==> src/rtl/dm_arb_pkg.sv <==
// rtl/dm_arb_pkg.sv - state encoding, port indices and trace formatting for the DM port arbiter
package dm_arb_pkg;

  typedef enum logic [1:0] {
    IDLE   = 2'd0,
    ACCESS = 2'd1,
    RESP   = 2'd2
  } arb_state_e;

  localparam logic PORT_CPU = 1'b0;
  localparam logic PORT_DBG = 1'b1;

  function automatic string trace_line(input logic [31:0] pc,
                                       input logic [31:0] addr,
                                       input logic [31:0] data);
    return $sformatf("@%h: *%h <= %h", pc, addr, data);
  endfunction

endpackage

==> src/rtl/dm_port_arbiter_rr_arb2.sv <==
// rtl/dm_port_arbiter_rr_arb2.sv - combinational 2-way round-robin picker
module rr_arb2
  import dm_arb_pkg::*;
(
  input  logic [1:0] req,
  input  logic       last_grant,
  output logic       gnt_valid,
  output logic       gnt_id
);

  // On a tie the port that did not win last time goes next.
  always_comb begin
    gnt_valid = |req;
    gnt_id    = PORT_CPU;
    if (req == 2'b11)
      gnt_id = ~last_grant;
    else if (req[PORT_DBG])
      gnt_id = PORT_DBG;
  end

endmodule

==> src/rtl/dm_port_arbiter.sv <==
// rtl/dm_port_arbiter.sv - shares the DM port between CPU MEM stage and debug loader
// Optional write trace enabled by defining DM_ARB_TRACE_EN.
module dm_port_arbiter
  import dm_arb_pkg::*;
#(
  parameter int ADDR_W = 32,
  parameter int DATA_W = 32
) (
  input  logic              clk,
  input  logic              reset,
  input  logic              req0,
  input  logic              we0,
  input  logic [ADDR_W-1:0] addr0,
  input  logic [DATA_W-1:0] wdata0,
  input  logic [3:0]        be0,
  input  logic [31:0]       pc0,
  output logic              ack0,
  output logic [DATA_W-1:0] rdata0,
  input  logic              req1,
  input  logic              we1,
  input  logic [ADDR_W-1:0] addr1,
  input  logic [DATA_W-1:0] wdata1,
  input  logic [3:0]        be1,
  output logic              ack1,
  output logic [DATA_W-1:0] rdata1,
  output logic              mem_we,
  output logic [ADDR_W-1:0] mem_addr,
  output logic [DATA_W-1:0] mem_wdata,
  output logic [3:0]        mem_be,
  input  logic [DATA_W-1:0] mem_rdata
);

  arb_state_e        state, state_nxt;
  logic              last_grant;
  logic              grant_id;
  logic              gnt_valid;
  logic              gnt_id;
  logic              we_q;
  logic [ADDR_W-1:0] addr_q;
  logic [DATA_W-1:0] wdata_q;
  logic [3:0]        be_q;

  rr_arb2 u_rr_arb2 (
    .req        ({req1, req0}),
    .last_grant (last_grant),
    .gnt_valid  (gnt_valid),
    .gnt_id     (gnt_id)
  );

  always_ff @(posedge clk) begin
    if (reset) state <= IDLE;
    else       state <= state_nxt;
  end

  always_comb begin
    state_nxt = IDLE;
    case (state)
      IDLE:    state_nxt = gnt_valid ? ACCESS : IDLE;
      ACCESS:  state_nxt = RESP;
      RESP:    state_nxt = IDLE;
      default: state_nxt = IDLE;
    endcase
  end

  // Reset gates the strobe combinationally so an interrupted write never lands.
  always_comb begin
    mem_we = (state == ACCESS) & we_q & ~reset;
    mem_be = (state == ACCESS) ? be_q : 4'h0;
    ack0   = (state == RESP) && (grant_id == PORT_CPU);
    ack1   = (state == RESP) && (grant_id == PORT_DBG);
  end

  assign mem_addr  = addr_q;
  assign mem_wdata = wdata_q;

  // Fields are latched only on the grant so later port changes cannot disturb the access.
  always_ff @(posedge clk) begin
    if (reset) begin
      grant_id <= PORT_CPU;
      we_q     <= 1'b0;
      addr_q   <= '0;
      wdata_q  <= '0;
      be_q     <= 4'h0;
    end else if (state == IDLE && gnt_valid) begin
      grant_id <= gnt_id;
      if (gnt_id == PORT_DBG) begin
        we_q    <= we1;
        addr_q  <= addr1;
        wdata_q <= wdata1;
        be_q    <= be1;
      end else begin
        we_q    <= we0;
        addr_q  <= addr0;
        wdata_q <= wdata0;
        be_q    <= be0;
      end
    end
  end

  always_ff @(posedge clk) begin
    if (reset)              last_grant <= PORT_DBG;
    else if (state == RESP) last_grant <= grant_id;
  end

  always_ff @(posedge clk) begin
    if (reset) begin
      rdata0 <= '0;
      rdata1 <= '0;
    end else if (state == ACCESS && !we_q) begin
      if (grant_id == PORT_DBG) rdata1 <= mem_rdata;
      else                      rdata0 <= mem_rdata;
    end
  end

`ifdef DM_ARB_TRACE_EN
  logic [31:0] pc_q;

  always_ff @(posedge clk) begin
    if (reset)
      pc_q <= 32'h0;
    else if (state == IDLE && gnt_valid)
      pc_q <= (gnt_id == PORT_CPU) ? pc0 : 32'h0;
    if (!reset && state == ACCESS && we_q)
      $display("%s", trace_line(pc_q, 32'(addr_q), 32'(wdata_q)));
  end
`else
  logic unused_pc;
  assign unused_pc = ^pc0;
`endif

endmodule

==> config.mk <==
export PLATFORM = sky130hd
export DESIGN_NAME = dm_port_arbiter
export DESIGN_NICKNAME = d
export VERILOG_FILES = /design/src/rtl/dm_arb_pkg.sv /design/src/rtl/dm_port_arbiter_rr_arb2.sv /design/src/rtl/dm_port_arbiter.sv
export SDC_FILE = /design/constraint.sdc
export NUM_CORES = 1
export LEC_CHECK = 0
export BUFFER_PORTS_ARGS = -buffer_cell sky130_fd_sc_hd__buf_2
export CORE_AREA = 2 2 131 133
export CTS_CLUSTER_DIAMETER = 100
export CTS_CLUSTER_SIZE = 8
export DETAILED_ROUTE_END_ITERATION = 16
export DIE_AREA = 0 0 133 135
export PLACE_DENSITY_LB_ADDON = 0.12
export SLEW_MARGIN = 20
export SYNTH_ARGS = -nofsm -noshare
export SYNTH_HDL_FRONTEND = slang
export SYNTH_SLANG_ARGS = --single-unit
==> constraint.sdc <==
create_clock -name clk -period 1.7 [get_ports clk]
set_clock_uncertainty 0.15 [all_clocks]
set_input_delay 0.34 -clock clk [delete_from_list [all_inputs] [get_ports clk]]
set_output_delay 0.34 -clock clk [all_outputs]
set_load 0.02 [all_outputs]
==> metrics.txt <==
post-synth top area cell dfxtp_1; H-tree levels 4; Worst-Skew Late Latency 0.40 ns; crit-path leading delay family simple AND/OR/NAND/NOR gates; Max Slew Vio Count 0; total number of vias ~6000; most frequent cells in the layout 300 x buf_2, 267 x nand2_1, 135 x dfxtp_1; R2R Setup Slk 0.04 ns; final hold viol count 0; DRC viols 0; Pleak 3.857 nW; fraction of layout cells with a size suffix above 1 45.94%; Die H 135 um; Initial Util 36.34%; buffers plus inverters on the worst setup path 1; CTS Buffer Depth 2; crit end category output pin; Seq cells post-synth 137; CTS tree built; Die W between 100 and 150 um; sequential share of power between 30% and 40%; fin crit share 106.0%; Most common cell on crit path nor2b_4; Rows 47; status finished with violations; DP HPWL 13.09 mm; critical path depth 4; I/O Buffers roughly 310; clock share of power 38.6%; Hold WC Path Type input port to flop; Gate power share between 20% and 30%; DIE AREA 17960 um2; crit path time final 1.802 ns; DR vias/cell 4.905; sequential share of the synthesized area 46.00%; peak supply drop 0.6761 mV; initial antenna violation count 2; Routed wire per std cell approximately 16 um; Final #Nets about 1200; top cell type's share of synthesized area 46.00%; # setup viols final 7; CP max-delay cell dfxtp_4; average cell area after synthesis 8.542 um2; Int Pwr 6.448 mW; slew at the pin closest to its max-slew limit 0.5001 ns; setup ws final -0.1019 ns; failing checks setup timing; I/O pin count 341; aggregate global-route resource usage 20.80%; GRT overflow 0; RR Startpoint state[0]$_SDFF_PP0_; routability cong. a little under 0.8; critical path endpoint mem_we; synth top area cells dfxtp_1 46%, a311oi_2 17%, nand2_1 17%; total chip power 9.240 mW; P&R area growth vs syn 45.44%; Worst Setup Start Kind flop; first-pass GRT wire length roughly 30 mm; met2 usage 34.80%; Synth Warn # 0; Critical Path Start state[0]$_SDFF_PP0_; Synth Net Count 904; critical path peak fanout 4; worst path required time 1.21 ns; clk root buf clkbuf_16; max frequency 555.0 MHz; post-route design area 8671 um2; CP Class flop to output pin; Sw Pwr 2.792 mW; R2R cell count 7; Worst-path clk slew approximately 0.06 ns; met3 Track Usage GR 7.620%; crit path cell chain nor2b_4, nor2b_4, and2_4, buf_6; Routed WL 19.58 mm; Crit Reg-Reg Endpoint mem_wdata[7]$_SDFFE_PP0P_; max incr delay on CP 0.35 ns; starting DRC count in detailed routing 238; synth unique cells 22; TritonCTS Buffers 17; DR pass1 iterations 5; commonest non-fill, non-tap cell in the layout buf_2; MaxCap Viol Count 0; grt peak-use layer met2; pwr/cell area 1066 nW/um2; Post-Syn Instances 698; placed cell area 7844 um2; antenna-violating nets left 0; Switching Share 30.22%; Rel. slew slack 66.66%; CTS Sinks 137; vias in the first global route approximately 5700; Critical Path AT 1.31 ns; RSZ-0062 raised after global routing true; Post-Syn Area a little under 6000 um2; Core Footprint 16410 um2; largest net degree at the start of global routing 91; M1 GR Usage 25.24%
-- sequential cells by signal, indices dropped and copies added (netlist names) --
name        flops
be_q            4
grant_id        1
last_grant      1
mem_addr       32
mem_wdata      32
rdata0         32
rdata1         32
state           2
we_q            1
-- routing by layer --
metal | up-vias | wire length (um)
met2 | 211 | 9563
met1 | 2794 | 8208
met3 | 18 | 1521
met5 | - | 13
li1 | 3013 | -
met4 | 2 | 270
-- area by class of cell --
class                   instances  area [um2]
well taps                     220       275.3
multi-input cells             493        2953
repair buffers                347        2113
clock inverters                12       116.4
diodes                          1       2.502
clock buffers                  20       456.7
fillers                      1644        7736
inverters                       1       3.754
flip-flops and latches        137        2750
-- power groups by stage --
stage / Clock [mW] / Combinational (mW) / Sequential, mW
2_1_floorplan: 0 / 0.930 / 3.95
3_3_place_gp: 0 / 1.95 / 3.66
3_5_place_dp: 0 / 1.97 / 3.66
4_1_cts: 3.65 / 2.00 / 3.60
5_1_grt: 3.79 / 2.24 / 3.62
6_report: 3.57 / 2.08 / 3.60
-- cells in the mapped netlist --
cell,count
a21bo_1,1
nor4bb_1,1
nor2b_1,3
and2_1,6
nand4bb_1,1
a21oi_1,134
dfxtp_1,137
nor2_1,2
nand2b_1,1
buf_6,8
a311oi_2,69
or2_0,1
a21boi_1,1
inv_1,1
nand2_1,267
or4b_1,1
a211o_1,1
nor4b_2,1
a21o_1,1
buf_2,23
nor2_2,1
clkbuf_1,37
-- worst min path at each step --
stage | from | cells after the start | endpoint
6_report | mem_rdata[3] | 3 | rdata0[3]$_SDFFE_PP0P_
5_1_grt | mem_rdata[16] | 3 | rdata1[16]$_SDFFE_PP0P_
3_5_place_dp | rdata0[13]$_SDFFE_PP0P_ | 2 | rdata0[13]$_SDFFE_PP0P_
2_1_floorplan | last_grant$_SDFFE_PP1N_ | 1 | last_grant$_SDFFE_PP1N_
4_1_cts | mem_rdata[16] | 3 | rdata1[16]$_SDFFE_PP0P_
3_3_place_gp | rdata1[31]$_SDFFE_PP0P_ | 2 | rdata1[31]$_SDFFE_PP0P_
-- stage by stage --
step	hold slack (ns)	std cells	util (%)	setup TNS, ns	setup WS, ns
finish	0.01933	1231	52.85	-0.3663	-0.1019
CTS	0.004863	1221	51.95	-0.4694	-0.1086
global route	0.01205	1231	52.85	-0.8543	-0.1646
floorplan	0.3107	698	-	0	0.1424
detailed placement	0.2936	1186	47.81	0	0.009212
global placement	0.2888	1186	47.81	0	0.02715
-- cell families after synthesis --
group                  after synthesis  synth area share, %
AND/OR/NAND/NOR                    285                18.97
flip-flops                         137                46.00
buffers and inverters               69                5.834
AO/OA/AOI/OAI                      207                29.19
-- worst register-to-register path: stages, from the launching register on --
cell and delay, ns:
dfxtp_4 0.34, buf_4 0.13, buf_4 0.13, nor2_4 0.11, buf_4 0.17, clkbuf_16 0.19
a21oi_1 0.10, a311oi_2 0.25
-- repair_timing --
action                                  CTS  global route
gates resized for setup                  27             3
pin swaps                                 4             3
hold endpoints to repair                  1             0
endpoints found under the setup margin    7            34
buffers inserted                          2             5
hold buffers                              1             0
gates cloned                              0             4
Power figures use the tool's default switching activity.
